## config.mk

```make
export PLATFORM = sky130hd
export DESIGN_NAME = ex_hazard_ctrl_flat
export DESIGN_NICKNAME = d
export VERILOG_FILES = /design/src/rtl/ex_hazard_ctrl_if.sv /design/src/rtl/ex_hazard_ctrl.sv /design/src/flat_wrapper.sv
export SDC_FILE = /design/constraint.sdc
export NUM_CORES = 1
export LEC_CHECK = 0
export BUFFER_PORTS_ARGS = -buffer_cell sky130_fd_sc_hd__buf_2
export CELL_PAD_IN_SITES_DETAIL_PLACEMENT = 1
export CELL_PAD_IN_SITES_GLOBAL_PLACEMENT = 2
export CORE_MARGIN = 5
export CORE_UTILIZATION = 18
export DETAILED_ROUTE_END_ITERATION = 8
export PLACE_DENSITY = 0.85
export SLEW_MARGIN = 20
export SYNTH_ARGS = -nofsm -noshare
export SYNTH_HDL_FRONTEND = slang
export SYNTH_SLANG_ARGS = --single-unit
export TNS_END_PERCENT = 1
```

## constraint.sdc

```tcl
create_clock -name clk -period 1.9 [get_ports clk]
set_input_delay 0.285 -clock clk [delete_from_list [all_inputs] [get_ports clk]]
set_output_delay 0.285 -clock clk [all_outputs]
set_load 0.05 [all_outputs]
```

## src/rtl/ex_hazard_ctrl_if.sv

```systemverilog
// Pipeline-side signal bundle for the EX hazard/forwarding controller.
// slave = the controller, master = the pipeline that drives it.
interface ex_hazard_ctrl_if;
  logic [4:0]  id_rs1;
  logic [4:0]  id_rs2;
  logic        id_useRs1;
  logic        id_useRs2;
  logic [4:0]  id_exRs1;
  logic [4:0]  id_exRs2;
  logic [4:0]  id_exRd;
  logic        id_exMemRead;
  logic [4:0]  ex_memRd;
  logic        ex_memRegWrite;
  logic [4:0]  mem_wbRd;
  logic        mem_wbRegWrite;
  logic        ex_mdStart;
  logic        ex_flush;
  logic [1:0]  fwdA;
  logic [1:0]  fwdB;
  logic        pcWrite;
  logic        if_idWrite;
  logic        id_exWrite;
  logic        id_exBubble;
  logic        ex_memBubble;
  logic [31:0] stallCount;

  modport slave (
    input  id_rs1, id_rs2, id_useRs1, id_useRs2, id_exRs1, id_exRs2, id_exRd,
           id_exMemRead, ex_memRd, ex_memRegWrite, mem_wbRd, mem_wbRegWrite,
           ex_mdStart, ex_flush,
    output fwdA, fwdB, pcWrite, if_idWrite, id_exWrite, id_exBubble,
           ex_memBubble, stallCount
  );

  modport master (
    output id_rs1, id_rs2, id_useRs1, id_useRs2, id_exRs1, id_exRs2, id_exRd,
           id_exMemRead, ex_memRd, ex_memRegWrite, mem_wbRd, mem_wbRegWrite,
           ex_mdStart, ex_flush,
    input  fwdA, fwdB, pcWrite, if_idWrite, id_exWrite, id_exBubble,
           ex_memBubble, stallCount
  );
endinterface

```

## src/rtl/ex_hazard_ctrl.sv

```systemverilog
// RV32 EX-stage forwarding selects, load-use stall and mul/div freeze sequencer.
// Define EX_HAZARD_PERF_CNT_EN to enable the stall-cycle counter on stallCount.
module ex_hazard_ctrl #(
  parameter int unsigned MD_LATENCY = 4,
  parameter int unsigned MD_CNT_W   = 4
) (
  input logic              clk,
  input logic              rst_n,
  ex_hazard_ctrl_if.slave  bus
);

  typedef enum logic {IDLE, MD_BUSY} state_t;

  localparam logic [MD_CNT_W-1:0] MD_LOAD = MD_CNT_W'(MD_LATENCY - 2);

  state_t              r_state;
  logic [MD_CNT_W-1:0] r_mdCnt;

  logic [1:0] w_fwdA;
  logic [1:0] w_fwdB;
  logic       w_loadUse;
  logic       w_stall;
  logic       w_pcWrite;
  logic       w_ifIdWrite;
  logic       w_idExWrite;
  logic       w_idExBubble;
  logic       w_exMemBubble;

  // EX/MEM has priority over WB; x0 never forwards.
  always_comb begin
    w_fwdA = 2'b00;
    w_fwdB = 2'b00;
    if (bus.ex_memRegWrite && bus.ex_memRd != 5'd0 && bus.ex_memRd == bus.id_exRs1)
      w_fwdA = 2'b10;
    else if (bus.mem_wbRegWrite && bus.mem_wbRd != 5'd0 && bus.mem_wbRd == bus.id_exRs1)
      w_fwdA = 2'b01;
    if (bus.ex_memRegWrite && bus.ex_memRd != 5'd0 && bus.ex_memRd == bus.id_exRs2)
      w_fwdB = 2'b10;
    else if (bus.mem_wbRegWrite && bus.mem_wbRd != 5'd0 && bus.mem_wbRd == bus.id_exRs2)
      w_fwdB = 2'b01;
  end

  assign w_loadUse = bus.id_exMemRead && (bus.id_exRd != 5'd0) &&
                     ((bus.id_useRs1 && bus.id_rs1 == bus.id_exRd) ||
                      (bus.id_useRs2 && bus.id_rs2 == bus.id_exRd));

  // A redirect or a mul/div start in the same cycle overrides the load-use stall.
  assign w_stall = (r_state == IDLE) && w_loadUse && !bus.ex_flush && !bus.ex_mdStart;

  always_comb begin
    w_pcWrite     = 1'b1;
    w_ifIdWrite   = 1'b1;
    w_idExWrite   = 1'b1;
    w_idExBubble  = 1'b0;
    w_exMemBubble = 1'b0;
    if (!rst_n) begin
      w_pcWrite = 1'b1;
    end else if (r_state == MD_BUSY) begin
      w_pcWrite     = 1'b0;
      w_ifIdWrite   = 1'b0;
      w_idExWrite   = 1'b0;
      w_exMemBubble = 1'b1;
    end else if (w_stall) begin
      w_pcWrite    = 1'b0;
      w_ifIdWrite  = 1'b0;
      w_idExBubble = 1'b1;
    end
  end

  always_ff @(posedge clk) begin
    if (!rst_n) begin
      r_state <= IDLE;
      r_mdCnt <= '0;
    end else begin
      case (r_state)
        IDLE: begin
          if (bus.ex_mdStart) begin
            r_state <= MD_BUSY;
            r_mdCnt <= MD_LOAD;
          end
        end
        MD_BUSY: begin
          if (r_mdCnt == '0) r_state <= IDLE;
          else               r_mdCnt <= r_mdCnt - MD_CNT_W'(1);
        end
        default: r_state <= IDLE;
      endcase
    end
  end

`ifdef EX_HAZARD_PERF_CNT_EN
  logic [31:0] r_stallCount;

  always_ff @(posedge clk) begin
    if (!rst_n)          r_stallCount <= '0;
    else if (!w_pcWrite) r_stallCount <= r_stallCount + 32'd1;
  end

  assign bus.stallCount = r_stallCount;
`else
  assign bus.stallCount = '0;
`endif

  assign bus.fwdA         = rst_n ? w_fwdA : 2'b00;
  assign bus.fwdB         = rst_n ? w_fwdB : 2'b00;
  assign bus.pcWrite      = w_pcWrite;
  assign bus.if_idWrite   = w_ifIdWrite;
  assign bus.id_exWrite   = w_idExWrite;
  assign bus.id_exBubble  = w_idExBubble;
  assign bus.ex_memBubble = w_exMemBubble;

endmodule

```

## src/flat_wrapper.sv

```systemverilog
// flat-port wrapper written by rule: the top's interface ports become plain ports
module ex_hazard_ctrl_flat 
#(
  parameter int unsigned MD_LATENCY = 4,
  parameter int unsigned MD_CNT_W   = 4
)
  (clk, rst_n, bus_id_rs1, bus_id_rs2, bus_id_useRs1, bus_id_useRs2, bus_id_exRs1, bus_id_exRs2, bus_id_exRd, bus_id_exMemRead, bus_ex_memRd, bus_ex_memRegWrite, bus_mem_wbRd, bus_mem_wbRegWrite, bus_ex_mdStart, bus_ex_flush, bus_fwdA, bus_fwdB, bus_pcWrite, bus_if_idWrite, bus_id_exWrite, bus_id_exBubble, bus_ex_memBubble, bus_stallCount);
  ex_hazard_ctrl_if bus_i ();
  input logic clk;
  input logic rst_n;
  input wire logic [$bits(bus_i.id_rs1)-1:0] bus_id_rs1;
  input wire logic [$bits(bus_i.id_rs2)-1:0] bus_id_rs2;
  input wire logic [$bits(bus_i.id_useRs1)-1:0] bus_id_useRs1;
  input wire logic [$bits(bus_i.id_useRs2)-1:0] bus_id_useRs2;
  input wire logic [$bits(bus_i.id_exRs1)-1:0] bus_id_exRs1;
  input wire logic [$bits(bus_i.id_exRs2)-1:0] bus_id_exRs2;
  input wire logic [$bits(bus_i.id_exRd)-1:0] bus_id_exRd;
  input wire logic [$bits(bus_i.id_exMemRead)-1:0] bus_id_exMemRead;
  input wire logic [$bits(bus_i.ex_memRd)-1:0] bus_ex_memRd;
  input wire logic [$bits(bus_i.ex_memRegWrite)-1:0] bus_ex_memRegWrite;
  input wire logic [$bits(bus_i.mem_wbRd)-1:0] bus_mem_wbRd;
  input wire logic [$bits(bus_i.mem_wbRegWrite)-1:0] bus_mem_wbRegWrite;
  input wire logic [$bits(bus_i.ex_mdStart)-1:0] bus_ex_mdStart;
  input wire logic [$bits(bus_i.ex_flush)-1:0] bus_ex_flush;
  output wire logic [$bits(bus_i.fwdA)-1:0] bus_fwdA;
  output wire logic [$bits(bus_i.fwdB)-1:0] bus_fwdB;
  output wire logic [$bits(bus_i.pcWrite)-1:0] bus_pcWrite;
  output wire logic [$bits(bus_i.if_idWrite)-1:0] bus_if_idWrite;
  output wire logic [$bits(bus_i.id_exWrite)-1:0] bus_id_exWrite;
  output wire logic [$bits(bus_i.id_exBubble)-1:0] bus_id_exBubble;
  output wire logic [$bits(bus_i.ex_memBubble)-1:0] bus_ex_memBubble;
  output wire logic [$bits(bus_i.stallCount)-1:0] bus_stallCount;
  assign bus_i.id_rs1 = bus_id_rs1;
  assign bus_i.id_rs2 = bus_id_rs2;
  assign bus_i.id_useRs1 = bus_id_useRs1;
  assign bus_i.id_useRs2 = bus_id_useRs2;
  assign bus_i.id_exRs1 = bus_id_exRs1;
  assign bus_i.id_exRs2 = bus_id_exRs2;
  assign bus_i.id_exRd = bus_id_exRd;
  assign bus_i.id_exMemRead = bus_id_exMemRead;
  assign bus_i.ex_memRd = bus_ex_memRd;
  assign bus_i.ex_memRegWrite = bus_ex_memRegWrite;
  assign bus_i.mem_wbRd = bus_mem_wbRd;
  assign bus_i.mem_wbRegWrite = bus_mem_wbRegWrite;
  assign bus_i.ex_mdStart = bus_ex_mdStart;
  assign bus_i.ex_flush = bus_ex_flush;
  assign bus_fwdA = bus_i.fwdA;
  assign bus_fwdB = bus_i.fwdB;
  assign bus_pcWrite = bus_i.pcWrite;
  assign bus_if_idWrite = bus_i.if_idWrite;
  assign bus_id_exWrite = bus_i.id_exWrite;
  assign bus_id_exBubble = bus_i.id_exBubble;
  assign bus_ex_memBubble = bus_i.ex_memBubble;
  assign bus_stallCount = bus_i.stallCount;
  ex_hazard_ctrl #(.MD_LATENCY(MD_LATENCY), .MD_CNT_W(MD_CNT_W)) u_core (.clk(clk), .rst_n(rst_n), .bus(bus_i));
endmodule
```

**Word level (Yosys, flattened, before mapping)**

Cells that the tools add are included.

- Input bits: 44
- Register bits: 5
- Output and inout port bits: 41
- Logic and storage cells: 55

- $add $sub $neg: 1
- Equality and inequality tests: 8
- Multiplexer cells: 22
- Bitwise logic cells: 1
- Reductions and logical operators: 21

Operators with widths:

| cell | count |
|---|---|
| equality test 5 bit | 6 |
| nonzero test 5 bit | 3 |
| 2-to-1 mux 1 bit | 14 |
| logical AND 1 bit | 13 |
| 2-to-1 mux 2 bit | 4 |
| 2-to-1 mux 4 bit | 2 |
| case mux 4 bit (2 select lines) | 1 |
| zero test 4 bit | 1 |
| inequality test 2 bit (second input constant) | 2 |
| subtractor 4 x 1 -> 4 bit (second input constant) | 1 |
| zero test 1 bit | 2 |
| case mux 1 bit (2 select lines) | 1 |
| AND reduction 2 bit | 1 |
| logical OR 1 bit | 1 |
| NOT 1 bit | 1 |

**Longest topological paths before layout**

Gate-level depths: netlist of the first run.

- Word-level depth: 10
- Gate-level depth with buffers: 6
- Gate-level depth less buffers: 6

**Least setup slack after synthesis of the first run**

No wires, ideal clock.

- Path type: input-to-output
- Start: input port rst_n
- End: output port bus_pcWrite
- Arrival time: 2.475 ns
- Buffers on the path: 2
- Setup slack: -0.860 ns
- Required time: 1.615 ns
- Cell stages on the path: 5
- Path through: clkbuf_1 > nand2_1 > inv_1 > a31oi_1 > buf_4

- Word-level cells in the longest chain between the ends: 1

RTL lines:

| element | RTL line | text |
|---|---|---|
| start, declared | flat_wrapper.sv:10 | `input logic rst_n;` |
| 2-to-1 mux 1 bit | -- |  |
| end, declared | flat_wrapper.sv:27 | `output wire logic [$bits(bus_i.pcWrite)-1:0] bus_pcWrite;` |

No other way between the ends.

**Final worst setup path of the first run**

- Start: input port bus_ex_memRd[2]
- End: output port bus_fwdA[0]

- Word-level cells in the longest chain between the ends: 5
- Elaborated cells on any way between the ends: 6
- Those cells by class: eq/ne (1); mux (2); reduce/logical (3)

RTL lines:

| element | RTL line | text |
|---|---|---|
| start, declared | flat_wrapper.sv:19 | `input wire logic [$bits(bus_i.ex_memRd)-1:0] bus_ex_memRd;` |
| nonzero test 5 bit | ex_hazard_ctrl.sv:33 | `if (bus.ex_memRegWrite && bus.ex_memRd != 5'd0 && bus.ex_memRd == bus.id_exRs1)` |
| logical AND 1 bit | ex_hazard_ctrl.sv:33 |  |
| logical AND 1 bit * | ex_hazard_ctrl.sv:33 |  |
| 2-to-1 mux 2 bit * | ex_hazard_ctrl.sv:33 |  |
| 2-to-1 mux 2 bit * | ex_hazard_ctrl.sv:104 | `assign bus.fwdA = rst_n ? w_fwdA : 2'b00;` |
| end, declared | flat_wrapper.sv:25 | `output wire logic [$bits(bus_i.fwdA)-1:0] bus_fwdA;` |

Every way passes the cells marked *; elsewhere a longest branch is shown, timed or not.

==> impl_summary.txt, run 1 <==
----------------------------------------------------
[Outcome]
  Run status ... finished, final reports clean

[Pwr]
  Gate power share ... 0.535
  Internal power contribution ... 0.000376 W
  Leakage power total ... approximately 0.64 nW
  Total power per unit cell area ... between 500 and 600 nW/µm²
  Switching fraction of total power ... 0.465
  Power share of the clock group ... 0.292
  Share of total power in sequential cells ... 0.173
  Net switching power ... 0.000327 W
  Worst-case vdd ir drop ... 163 µV

[STA]
  Max-slew violation count ... 0
  Fin Clk Skew ... 1.89 ps
  Part of the cycle the worst path needs ... 0.993
  RSZ-0062 raised after global routing ... yes
  Setup Total Neg Slack ... 0 ps
  Minimum period implied by the final worst setup slack ... between 1500 and 2000 ps
  Final setup fails ... 0
  Total count of hold-check failures in the final report ... 0
  Worst Slack Setup Final ... 14.1 ps
  F_max ... 530 MHz

[Flow run]
  Maxcap violations ... 0

[Clock tree]
  Sink Count ... 5
  Setup repair bufs after CTS ... 0
  Root cell of the clock tree ... sky130_fd_sc_hd__clkbuf_8
  Clock transition at the registers of the reported paths ... 40 ps
  Post-CTS Hold Fix Bufs ... 0
  H-Tree Depth ... 1
  CTS Buf Count ... 3
  Clk_lat worst skew ... 230 ps
  CTS tree ... done
  Maximum buffer depth of the clock tree ... 2

[Die]
  Initial core utilization ... 0.186
  Die height ... 82.6 µm
  Core ar. ... slightly above 5000 µm²
  Width of the die ... 82.6 µm
  Die area ... a little under 7000 µm²
  Io pins ... 85
  Floorplan row count ... 26

[Placement]
  Final HPWL DP ... 2.71 mm
  Port Buffers ... 52
  Worst slack at placement ... -254 ps
  Routability Congestion ... 0.767

[Yosys]
  Fraction of the yosys area taken by sequential cells ... 0.106
  Count of mapped cells out of synthesis ... 120
  Simple logic cell fraction of the synthesized area ... 0.202
  Number of unique standard cell types used by synthesis ... 36
  EDFF count, synth ... 0
  Number of warnings reported in the yosys synthesis log ... 0
  Fraction of registers with async set or reset after synthesis ... 0
  Main synth FF type ... sky130_fd_sc_hd__dfxtp_1
  Share of the synthesized area in compound gates (AO/OA/AOI/OAI) ... 0.0937
  Avg Inst Size Synth ... about 7.9 µm²
  Post-synthesis adder-cell area fraction ... 0.0132
  Combinational family with the most area after synthesis ... buffers and inverters
  Multiplexer fraction of the synthesized cell area ... 0.0224
  Netlist area before placement ... around 950 µm²
  Xor/xnor share of the synthesized area ... 0.277
  #FFs+latches synth ... 5

[Setup path]
  Type of the setup path with the least slack ... input port to output port
  Highest fanout seen on the critical path ... 2
  Critical Path End Type ... output port
  Data required time at the worst endpoint ... ~1600 ps
  Sort of element at the start of the critical path ... input port
  Arrival time of data at the critical path endpoint ... 1600 ps

[Layout]
  N_diodes ... 0
  Layout filler cell count ... 660
  # nets final ... 232
  Area occupied by multi-input gates ... 763 µm²
  Share of layout cells above drive strength 1 ... 0.430
  Layout Area Growth over Synthesis ... 48.0%
  Area of all sequential standard cells ... 100 µm²

[Global routing]
  Remaining global-route overflow ... 0
  Number of global-route vias before repair ... 998
  Maximum number of pins on one net before global-route repair ... 11
  Antenna violations before repair ... 0
  Wire length of the first global-routing pass ... 4.33 mm
  Total GRT Usage ... 0.0851

[Detailed routing]
  Remaining antenna violation count after routing ... 0
  Routed wire length ... 2.96 mm
  First-pass iteration count of the detailed router ... 3
  DRC violations left ... 0
  First DRT Iteration DRCs ... 5
  Detailed-route vias per instance ... between 3 and 4
  Detailed-route wire length per cell ... about 12 µm
  Via count ... between 900 and 1,000

[Hold path]
  Classification of the worst-slack hold path ... input port to register

----------------------------------------------------
stage by stage:
step	cell area [µm²]	std cells	total power, W	utilization	hold slack (ps)
2_1_floorplan	1100	151	0.000431	-	470
3_3_place_gp	1290	252	0.000481	0.253	500
3_5_place_dp	1290	252	0.000487	0.253	510
4_1_cts	1360	256	0.000700	0.266	395
5_1_grt	1400	256	0.000742	0.275	423
6_report	1400	256	0.000703	0.275	403
repair_timing:
item                                    4_1_cts  5_1_grt
pin swaps                                     0        1
endpoints found under the setup margin        4        4
resized for setup                             4       11
synthesized netlist by cell type (all sizes together) (3+ instances only):
cell	count	share of area
xnor2	20	0.18
nor3	5	0.037
xor2	10	0.092
a21boi	3	0.024
dfxtp	5	0.11
buf	33	0.26
nand3	4	0.021
nand2	5	0.020
inv	3	0.012
nor4	3	0.020
o21ai	3	0.020
cells in the final DEF, fill, tap and decap left out, types with 2 or more instances in the layout:
| cell | netlist | layout |
|---|---|---|
| sky130_fd_sc_hd__nor3_1 | 3 | 3 |
| sky130_fd_sc_hd__xor2_1 | 10 | 10 |
| sky130_fd_sc_hd__and2_1 | 2 | 2 |
| sky130_fd_sc_hd__nor2_1 | 2 | 2 |
| sky130_fd_sc_hd__buf_6 | 0 | 4 |
| sky130_fd_sc_hd__buf_4 | 33 | 15 |
| sky130_fd_sc_hd__nand2b_1 | 2 | 2 |
| sky130_fd_sc_hd__a21boi_0 | 3 | 3 |
| sky130_fd_sc_hd__nand4_1 | 2 | 2 |
| sky130_fd_sc_hd__inv_1 | 3 | 2 |
| sky130_fd_sc_hd__conb_1 | 1 | 32 |
| sky130_fd_sc_hd__nand3_1 | 4 | 4 |
| sky130_fd_sc_hd__nor4_4 | 0 | 2 |
| sky130_fd_sc_hd__buf_2 | 0 | 47 |
| sky130_fd_sc_hd__nand2_1 | 5 | 4 |
| sky130_fd_sc_hd__dfxtp_1 | 5 | 5 |
| sky130_fd_sc_hd__clkbuf_8 | 0 | 3 |
| sky130_fd_sc_hd__xnor2_1 | 20 | 20 |
metal layers:
layer  part of all wire  up-vias  global-route usage
li1                   -      473                   -
met1               0.42      430               0.102
met2               0.48       52               0.142
met3              0.077        4              0.0152
met4              0.024        0              0.0490
met5                  0        -                   0
logic make-up (layout without fill, tap and decap cells):
logic type | Yosys count | after routing
AO/OA/AOI/OAI | 12 | 12
XOR/XNOR | 30 | 30
adder cells (fa/ha/maj) | 1 | 1
buffers and inverters | 38 | 73
flip-flops | 5 | 5
multiplexers | 2 | 2
other | 1 | 32
AND/OR/NAND/NOR | 31 | 31
registers in the layout, summed over array words and instances (netlist names):
name / cells
u_core.r_state: 1
u_core.r_mdCnt: 4
power by group through the flow:
stage | Combinational, W | Clock, W | Sequential, W
floorplan | 0.000313 | 0 | 0.000118
global placement | 0.000358 | 0 | 0.000123
detailed placement | 0.000363 | 0 | 0.000123
CTS | 0.000368 | 0.000211 | 0.000122
global route | 0.000402 | 0.000217 | 0.000123
finish | 0.000376 | 0.000205 | 0.000122
worst paths after layout:
check | startpoint | to | slack (ps) | cells after the start
worst max-delay path | bus_ex_memRd[2] | bus_fwdA[0] | 10 | 6
worst min-delay path | rst_n | u_core.r_mdCnt[0] | 400 | 2
worst max register to register | u_core.r_mdCnt[0] | u_core.r_mdCnt[1] | 360 | 6
worst min register to register | u_core.r_mdCnt[2] | u_core.r_mdCnt[2] | 510 | 2
critical path, stage by stage:
cell,delay (ps)
sky130_fd_sc_hd__buf_2,110
sky130_fd_sc_hd__or4_4,520
sky130_fd_sc_hd__o21ai_4,210
sky130_fd_sc_hd__nor4_4,90
sky130_fd_sc_hd__nor3_4,200
sky130_fd_sc_hd__buf_6,180
cell type report:
cell class | count | area share
multi-input combinational | 108 | 0.544
inverter | 3 | 0.0107
sequential | 5 | 0.0713
timing repair buffer | 66 | 0.280
tap | 70 | 0.0624
clock buffer | 4 | 0.0321
No activity file was read; power rests on OpenSTA's default activity.
==> run 2, diff against run 1 <==
--- a/config.mk
+++ b/config.mk
@@ -12,6 +12,7 @@
 export CORE_UTILIZATION = 18
 export DETAILED_ROUTE_END_ITERATION = 8
 export PLACE_DENSITY = 0.85
+export REMOVE_ABC_BUFFERS = 1
 export SLEW_MARGIN = 20
 export SYNTH_ARGS = -nofsm -noshare
 export SYNTH_HDL_FRONTEND = slang
==> run 2 against run 1 <==
Compared with the run above: routed wire length shrank 5.2%; setup slack better by 54 ps; final cell count decreased by 3.9%; global-route usage shrank 0.28 points; sequential share of layout area is 0.68 points higher; first-iteration DRC count grew 40%; critical path depth unchanged; clock-buffer cell count unchanged; cell area is 8.7% lower; non-clock buffer count down 10; clock skew about the same; highest routed layer unchanged; core utilization is 2.4 points lower; critical endpoint is now bus_fwdB[0].
==> impl_summary.txt, run 2 (synthesis results as in run 1) <==
----------------------------------------------------
[Detailed routing]
  First-pass iteration count of the detailed router ... 3 (unchanged)
  DRC violations left ... 0 (unchanged)
  Via count ... 905 (was 959)
  First DRT Iteration DRCs ... 7 (was 5)
  Detailed-route vias per instance ... 3.68 (was 3.75)
  Remaining antenna violation count after routing ... 0 (unchanged)
  Routed wire length ... 2.81 mm (was 2.96 mm)
  Detailed-route wire length per cell ... 11.4 µm (was 11.6 µm)

[Layout]
  Top Registers ... u_core.r_mdCnt: 4 flops, u_core.r_state: 1 flops (unchanged)
  Layout Area Growth over Synthesis ... 35.1% (was 48.0%)
  Most common library cell in the layout ignoring fill and taps ... sky130_fd_sc_hd__buf_2 (unchanged)
  Fraction of the core area covered by cells at the end of the flow ... 0.251 (was 0.275)
  Flip-flop count of the largest register after layout ... 4 (unchanged)
  Layout filler cell count ... 666 (was 660)
  Final std cells w/o fill ... 246 (was 256)
  Post-route cell area ... 1280 µm² (was 1400 µm²)
  Top register by number of flip-flops ... u_core.r_mdCnt (unchanged)
  Area of all sequential standard cells ... 100 µm² (unchanged)
  N_diodes ... 0 (unchanged)
  Share of layout cells above drive strength 1 ... 0.381 (was 0.430)
  Area occupied by multi-input gates ... 726 µm² (was 763 µm²)
  # nets final ... 222 (was 232)
  Most frequent cells in the layout ... sky130_fd_sc_hd__buf_2 (48), sky130_fd_sc_hd__conb_1 (32), sky130_fd_sc_hd__xnor2_1 (20) (was sky130_fd_sc_hd__buf_2 (47), sky130_fd_sc_hd__conb_1 (32), sky130_fd_sc_hd__xnor2_1 (20))

[Pwr]
  Internal power contribution ... 0.000361 W (was 0.000376 W)
  Switching fraction of total power ... 0.465 (about the same)
  Leakage power total ... 0.590 nW (was 0.642 nW)
  Total Power ... 0.000675 W (was 0.000703 W)
  Total power per unit cell area ... 527 nW/µm² (was 501 nW/µm²)
  Share of total power in sequential cells ... 0.178 (was 0.173)
  Worst-case vdd ir drop ... 287 µV (was 163 µV)
  Net switching power ... 0.000314 W (was 0.000327 W)
  Gate power share ... 0.522 (was 0.535)
  Power share of the clock group ... 0.300 (was 0.292)

[Hold path]
  Classification of the worst-slack hold path ... input port to register (unchanged)
  Cell depth of the worst min-delay path ... 2 (unchanged)
  Endpoint of the worst hold path ... u_core.r_mdCnt[0] (unchanged)
  Launch instance of the worst min-delay path ... rst_n (unchanged)

[Clock tree]
  Clock transition at the registers of the reported paths ... 40 ps (about the same)
  Clk_lat worst skew ... 220 ps (was 230 ps)
  Maximum buffer depth of the clock tree ... 2 (unchanged)
  Root cell of the clock tree ... sky130_fd_sc_hd__clkbuf_8 (unchanged)
  Sink Count ... 5 (unchanged)
  CTS tree ... done (unchanged)
  H-Tree Depth ... 1 (unchanged)
  CTS Buf Count ... 3 (unchanged)
  Post-CTS Hold Fix Bufs ... 0 (unchanged)

[STA]
  Worst hold margin ... 387 ps (was 403 ps)
  Max-slew violation count ... 0 (unchanged)
  Minimum period implied by the final worst setup slack ... 1830 ps (was 1890 ps)
  Total count of hold-check failures in the final report ... 0 (unchanged)
  Fin Clk Skew ... 2.15 ps (was 1.89 ps)
  Part of the cycle the worst path needs ... 0.964 (was 0.993)
  Final setup fails ... 0 (unchanged)
  RSZ-0062 raised after global routing ... yes (unchanged)
  F_max ... 546 MHz (was 530 MHz)

[Setup path]
  Highest fanout seen on the critical path ... 2 (unchanged)
  Critical Path Most Common Cell ... sky130_fd_sc_hd__buf_6
  Crit path buffers/inverters ... 2 (unchanged)
  Arrival time of data at the critical path endpoint ... 1550 ps (was 1600 ps)
  Critical Path End Type ... output port (unchanged)
  Capturing point of the worst reg2reg path ... u_core.r_mdCnt[1] (unchanged)
  Crit path max-delay family ... simple AND/OR/NAND/NOR gates (unchanged)
  CP max stage cell ... sky130_fd_sc_hd__or4_4 (unchanged)
  Cell-by-cell listing of the critical path ... buf_6 > or4_4 > o21ai_4 > nor4_2 > nor3_2 > buf_6 (was buf_2 > or4_4 > o21ai_4 > nor4_4 > nor3_4 > buf_6)
  Cells on worst reg2reg path ... 6 (unchanged)
  Type of the setup path with the least slack ... input port to output port (unchanged)
  Sort of element at the start of the critical path ... input port (unchanged)
  Data required time at the worst endpoint ... 1620 ps (about the same)
  Worst reg2reg path startpoint ... u_core.r_mdCnt[0] (unchanged)
  Worst R2R Setup Slack ... 360 ps (about the same)
  Slowest Stage Delay on Critical Path ... 540 ps (was 520 ps)

[Placement]
  Placed Instance Area ... 1190 µm² (was 1290 µm²)
  Final HPWL DP ... 2.55 mm (was 2.71 mm)
  Port Buffers ... 52 (unchanged)
  Routability Congestion ... 0.749 (was 0.767)
  Number of placed instances, taps included ... 242 (was 252)

[Die]
  Io pins ... 85 (unchanged)
  Core ar. ... 5110 µm² (unchanged)
  Floorplan row count ... 26 (unchanged)
  Width of the die ... 82.6 µm (unchanged)
  Initial core utilization ... 0.186 (unchanged)
  Die height ... 82.6 µm (unchanged)
  Die area ... 6820 µm² (unchanged)

[Global routing]
  Wire length of the first global-routing pass ... 4.42 mm (was 4.33 mm)
  Remaining global-route overflow ... 0 (unchanged)
  Number of global-route vias before repair ... 945 (was 998)
  Antenna violations before repair ... 0 (unchanged)
  Maximum number of pins on one net before global-route repair ... 11 (unchanged)
  Total GRT Usage ... 0.0823 (was 0.0851)

[Outcome]
  Run status ... finished, final reports clean (unchanged)

[Flow run]
  Maxcap violations ... 0 (unchanged)

----------------------------------------------------
[run 2: cell count changes in the layout (fill, tap and decap cells not counted), sizes merged]
cell,delta
clkbuf,+1
clkinvlp,-1
buf,-11
inv,+1
[run 2: repair_timing]
action,in CTS,in global routing
gates resized for setup,4,6
buffers inserted,0,0
endpoints found under the setup margin,3,4
pin swaps,1,0
cloned,0,0
endpoints found under the hold margin,0,0
[run 2: how the worst max path moves through the flow]
stage	slack [ps]	start	depth (start not counted)	to
2_1_floorplan	-1100	u_core.r_state	3	bus_if_idWrite
3_3_place_gp	-50	bus_ex_memRd[1]	6	bus_fwdA[0]
3_5_place_dp	-110	bus_ex_memRd[1]	6	bus_fwdA[0]
4_1_cts	20	bus_ex_memRd[1]	6	bus_fwdB[0]
5_1_grt	-0.3	bus_ex_memRd[1]	6	bus_fwdA[0]
6_report	70	bus_ex_memRd[1]	6	bus_fwdB[0]
[run 2: power by group through the flow]
stage / Clock [W] / Sequential [W] / Combinational, W
4_1_cts: 0.000213 / 0.000121 / 0.000345
2_1_floorplan: 0 / 0.000120 / 0.000247
5_1_grt: 0.000218 / 0.000122 / 0.000380
6_report: 0.000203 / 0.000120 / 0.000353
3_3_place_gp: 0 / 0.000122 / 0.000338
3_5_place_dp: 0 / 0.000122 / 0.000343
[run 2: area by class of cell]
type / count / share of cell area
Inverter: 3 / 0.00879
Multi-Input combinational cell: 108 / 0.566
Sequential cell: 5 / 0.0781
Tap cell: 70 / 0.0684
Timing Repair Buffer: 56 / 0.243
Clock buffer: 4 / 0.0352
[run 2: per-stage QoR]
step                      TNS (ps)  setup WS, ps
after global routing        -0.267        -0.267
final                            0          68.0
after global placement       -53.5         -53.5
after CTS                        0          18.8
after floorplan              -2320         -1100
after detailed placement      -125          -107
[run 2: metal layers]
layer	GRT usage	share of wire
met2	0.144	0.50
met3	0.0228	0.10
met4	0.00980	0.0036
met5	0	0
met1	0.103	0.40
==> run 3, diff against run 2 <==
--- a/config.mk
+++ b/config.mk
@@ -5,13 +5,14 @@
 export SDC_FILE = /design/constraint.sdc
 export NUM_CORES = 1
 export LEC_CHECK = 0
+export ABC_AREA = 1
 export BUFFER_PORTS_ARGS = -buffer_cell sky130_fd_sc_hd__buf_2
 export CELL_PAD_IN_SITES_DETAIL_PLACEMENT = 1
 export CELL_PAD_IN_SITES_GLOBAL_PLACEMENT = 2
 export CORE_MARGIN = 5
-export CORE_UTILIZATION = 18
+export CORE_UTILIZATION = 17
 export DETAILED_ROUTE_END_ITERATION = 8
-export PLACE_DENSITY = 0.85
+export PLACE_DENSITY = 0.84
 export REMOVE_ABC_BUFFERS = 1
 export SLEW_MARGIN = 20
 export SYNTH_ARGS = -nofsm -noshare
==> run 3 against run 2 <==
Compared with the run above: final cell count increased by 31%; first-iteration DRC count shrank 14%; sequential power up 8%; cell area rose by 5.5%; non-clock buffer count fell by 4; routed wire length increased by 18%; critical path depth is the same; flip-flop and latch count unchanged; combinational power is 14% higher; via count increased by 33%.
==> impl_summary.txt, run 3 <==
----------------------------------------------------
[Placement]
  Final HPWL DP ... 3.07 mm (was 2.55 mm)
  Placed Instance Area ... 1310 µm² (was 1190 µm²)
  Number of placed instances, taps included ... 319 (was 242)
  Port Buffers ... 52 (unchanged)
  Routability Congestion ... 0.776 (was 0.749)

[STA]
  Part of the cycle the worst path needs ... 0.831 (was 0.964)
  F_max ... 633 MHz (was 546 MHz)
  RSZ-0062 raised after global routing ... no (was yes)
  Fin Clk Skew ... 4.37 ps (was 2.15 ps)
  Total count of hold-check failures in the final report ... 0 (unchanged)
  Final setup fails ... 0 (unchanged)
  Max-slew violation count ... 0 (unchanged)
  Minimum period implied by the final worst setup slack ... 1580 ps (was 1830 ps)

[Layout]
  Fraction of the core area covered by cells at the end of the flow ... 0.215 (was 0.251)
  Post-route cell area ... 1350 µm² (was 1280 µm²)
  Layout Area Growth over Synthesis ... 25.0% (was 35.1%)
  Top Registers ... u_core.r_mdCnt: 4 flops, u_core.r_state: 1 flops (unchanged)
  # nets final ... 292 (was 222)
  Final std cells w/o fill ... 323 (was 246)
  Most frequent cells in the layout ... sky130_fd_sc_hd__buf_2 (52), sky130_fd_sc_hd__nand2_1 (47), sky130_fd_sc_hd__conb_1 (32) (was sky130_fd_sc_hd__buf_2 (48), sky130_fd_sc_hd__conb_1 (32), sky130_fd_sc_hd__xnor2_1 (20))
  Share of layout cells above drive strength 1 ... 0.285 (was 0.381)
  Most common library cell in the layout ignoring fill and taps ... sky130_fd_sc_hd__buf_2 (unchanged)
  N_diodes ... 0 (unchanged)
  Flip-flop count of the largest register after layout ... 4 (unchanged)
  Top register by number of flip-flops ... u_core.r_mdCnt (unchanged)

[Die]
  Die area ... 8050 µm² (was 6820 µm²)
  Io pins ... 85 (unchanged)
  Initial core utilization ... 0.172 (was 0.186)
  Core ar. ... 6280 µm² (was 5110 µm²)
  Floorplan row count ... 29 (was 26)
  Width of the die ... 89.7 µm (was 82.6 µm)
  Die height ... 89.7 µm (was 82.6 µm)

[Flow run]
  Maxcap violations ... 0 (unchanged)

[Yosys]
  Cell type contributing the most total cell area after synthesis ... sky130_fd_sc_hd__buf_4 (unchanged)
  Count of mapped cells out of synthesis ... 192 (was 120)
  Number of warnings reported in the yosys synthesis log ... 0 (unchanged)
  Main area contributors after synthesis ... sky130_fd_sc_hd__buf_4 (23%), sky130_fd_sc_hd__nand2_1 (16%), sky130_fd_sc_hd__dfxtp_1 (9.3%), sky130_fd_sc_hd__xnor2_1 (8.1%), sky130_fd_sc_hd__inv_1 (8.0%) (was sky130_fd_sc_hd__buf_4 (26%), sky130_fd_sc_hd__xnor2_1 (18%), sky130_fd_sc_hd__dfxtp_1 (11%), sky130_fd_sc_hd__xor2_1 (9.2%), sky130_fd_sc_hd__a21boi_0 (2.4%))
  Leading post-synthesis cells by instance count ... sky130_fd_sc_hd__nand2_1 (47), sky130_fd_sc_hd__buf_4 (33), sky130_fd_sc_hd__inv_1 (23), sky130_fd_sc_hd__nor2_1 (23), sky130_fd_sc_hd__xnor2_1 (10) (was sky130_fd_sc_hd__buf_4 (33), sky130_fd_sc_hd__xnor2_1 (20), sky130_fd_sc_hd__xor2_1 (10))
  #FFs+latches synth ... 5 (unchanged)
  EDFF count, synth ... 0 (unchanged)
  Main synth FF type ... sky130_fd_sc_hd__dfxtp_1 (unchanged)
  Fraction of the yosys area taken by sequential cells ... 0.0926 (was 0.106)
  Library cell with the highest instance count after synthesis ... sky130_fd_sc_hd__nand2_1 (was sky130_fd_sc_hd__buf_4)
  Avg Inst Size Synth ... 5.63 µm² (was 7.90 µm²)
  Netlist area before placement ... 1080 µm² (was 948 µm²)
  Fraction of registers with async set or reset after synthesis ... 0 (unchanged)
  Synth top area share ... 0.229 (was 0.261)
  Number of unique standard cell types used by synthesis ... 24 (was 36)

[Pwr]
  Power share of the clock group ... 0.270 (was 0.300)
  Net switching power ... 0.000358 W (was 0.000314 W)
  Share of total power in sequential cells ... 0.178 (about the same)
  Gate power share ... 0.552 (was 0.522)
  Switching fraction of total power ... 0.491 (was 0.465)
  Leakage power total ... 0.806 nW (was 0.590 nW)
  Total power per unit cell area ... 539 nW/µm² (was 527 nW/µm²)
  Total Power ... 0.000729 W (was 0.000675 W)
  Worst-case vdd ir drop ... 268 µV (was 287 µV)
  Internal power contribution ... 0.000371 W (was 0.000361 W)

[Setup path]
  Arrival time of data at the critical path endpoint ... 1290 ps (was 1550 ps)
  Highest fanout seen on the critical path ... 3 (was 2)
  Type of the setup path with the least slack ... input port to output port (unchanged)
  Sort of element at the start of the critical path ... input port (unchanged)
  Data required time at the worst endpoint ... 1620 ps (about the same)
  Critical Path End Type ... output port (unchanged)

[Clock tree]
  H-Tree Depth ... 1 (unchanged)
  Sink Count ... 5 (unchanged)
  Clk_lat worst skew ... 220 ps (about the same)
  CTS Buf Count ... 3 (unchanged)
  Post-CTS Hold Fix Bufs ... 0 (unchanged)
  Clock transition at the registers of the reported paths ... 40 ps (about the same)
  Root cell of the clock tree ... sky130_fd_sc_hd__clkbuf_8 (unchanged)
  CTS-repair resized insts ... 0 (was 4)
  Maximum buffer depth of the clock tree ... 2 (unchanged)
  Setup repair bufs after CTS ... 0 (unchanged)
  CTS tree ... done (unchanged)

[Outcome]
  Run status ... finished, final reports clean (unchanged)

[Hold path]
  Classification of the worst-slack hold path ... input port to register (unchanged)

[Detailed routing]
  Via count ... 1,203 (was 905)
  First DRT Iteration DRCs ... 6 (was 7)
  DRC violations left ... 0 (unchanged)
  Routed wire length ... 3.30 mm (was 2.81 mm)
  Detailed-route vias per instance ... 3.72 (was 3.68)
  Detailed-route wire length per cell ... 10.2 µm (was 11.4 µm)
  First-pass iteration count of the detailed router ... 2 (was 3)
  Remaining antenna violation count after routing ... 0 (unchanged)

[Global routing]
  Total GRT Usage ... 0.0790 (was 0.0823)
  Maximum number of pins on one net before global-route repair ... 9 (was 11)
  Number of global-route vias before repair ... 1,237 (was 945)
  Wire length of the first global-routing pass ... 5.43 mm (was 4.42 mm)
  Remaining global-route overflow ... 0 (unchanged)
  Antenna violations before repair ... 0 (unchanged)

----------------------------------------------------
-- run 3: path summary, 6_finish.rpt --
kind                                        start  slack (ps)                end  cells after the start
worst min-delay path               bus_ex_mdStart         380     u_core.r_state                      3
worst min register to register  u_core.r_mdCnt[2]         480  u_core.r_mdCnt[2]                      1
worst max-delay path              bus_ex_memRd[1]         320        bus_fwdB[1]                      6
worst max register to register  u_core.r_mdCnt[0]         660  u_core.r_mdCnt[3]                      8
-- run 3: metal layers --
metal / up-vias / track usage / share of wire
li1: 623 / - / -
met1: 529 / 0.0826 / 0.38
met2: 49 / 0.152 / 0.52
met3: 2 / 0.0225 / 0.090
met4: 0 / 0.0189 / 0.0067
met5: - / 0 / 0
-- run 3: stage by stage --
step                      TNS [ps]  setup WS (ps)  hold WS [ps]
after floorplan              -1980           -992           427
after global placement           0            314           464
after detailed placement         0            300           478
after CTS                        0            294           380
after global routing             0            169           398
final                            0            320           384
-- run 3: logic make-up after synthesis --
family,count (synthesis),share of synthesized area
DFF,5,0.0926
xor gates and xnor gates,13,0.105
AOI/OAI and AO/OA,11,0.0567
buffers and inverters,64,0.337
other,1,0.00347
adders and majority gates,1,0.0116
and+or+nand+nor,97,0.394
-- run 3: final cells by class --
| type | instances | area [µm²] |
|---|---|---|
| clock buffers | 4 | 45.0 |
| fillers | 848 | 4930 |
| inverters | 31 | 116 |
| multi-input cells | 154 | 733 |
| flip-flops and latches | 5 | 100 |
| well taps | 77 | 96.3 |
| repair buffers | 52 | 260 |
-- run 3: power by group through the flow --
stage | Clock, W | Sequential [W] | Combinational, W
finish | 0.000197 | 0.000130 | 0.000402
CTS | 0.000206 | 0.000130 | 0.000407
floorplan | 0 | 0.000129 | 0.000300
global route | 0.000210 | 0.000132 | 0.000442
detailed placement | 0 | 0.000131 | 0.000405
global placement | 0 | 0.000131 | 0.000399
-- run 3: worst max-delay path, cell delays in order --
cell,delay (ps)
sky130_fd_sc_hd__buf_2,120
sky130_fd_sc_hd__xnor2_1,190
sky130_fd_sc_hd__nand2_1,90
sky130_fd_sc_hd__nor3_2,200
sky130_fd_sc_hd__and2_1,140
sky130_fd_sc_hd__buf_2,260
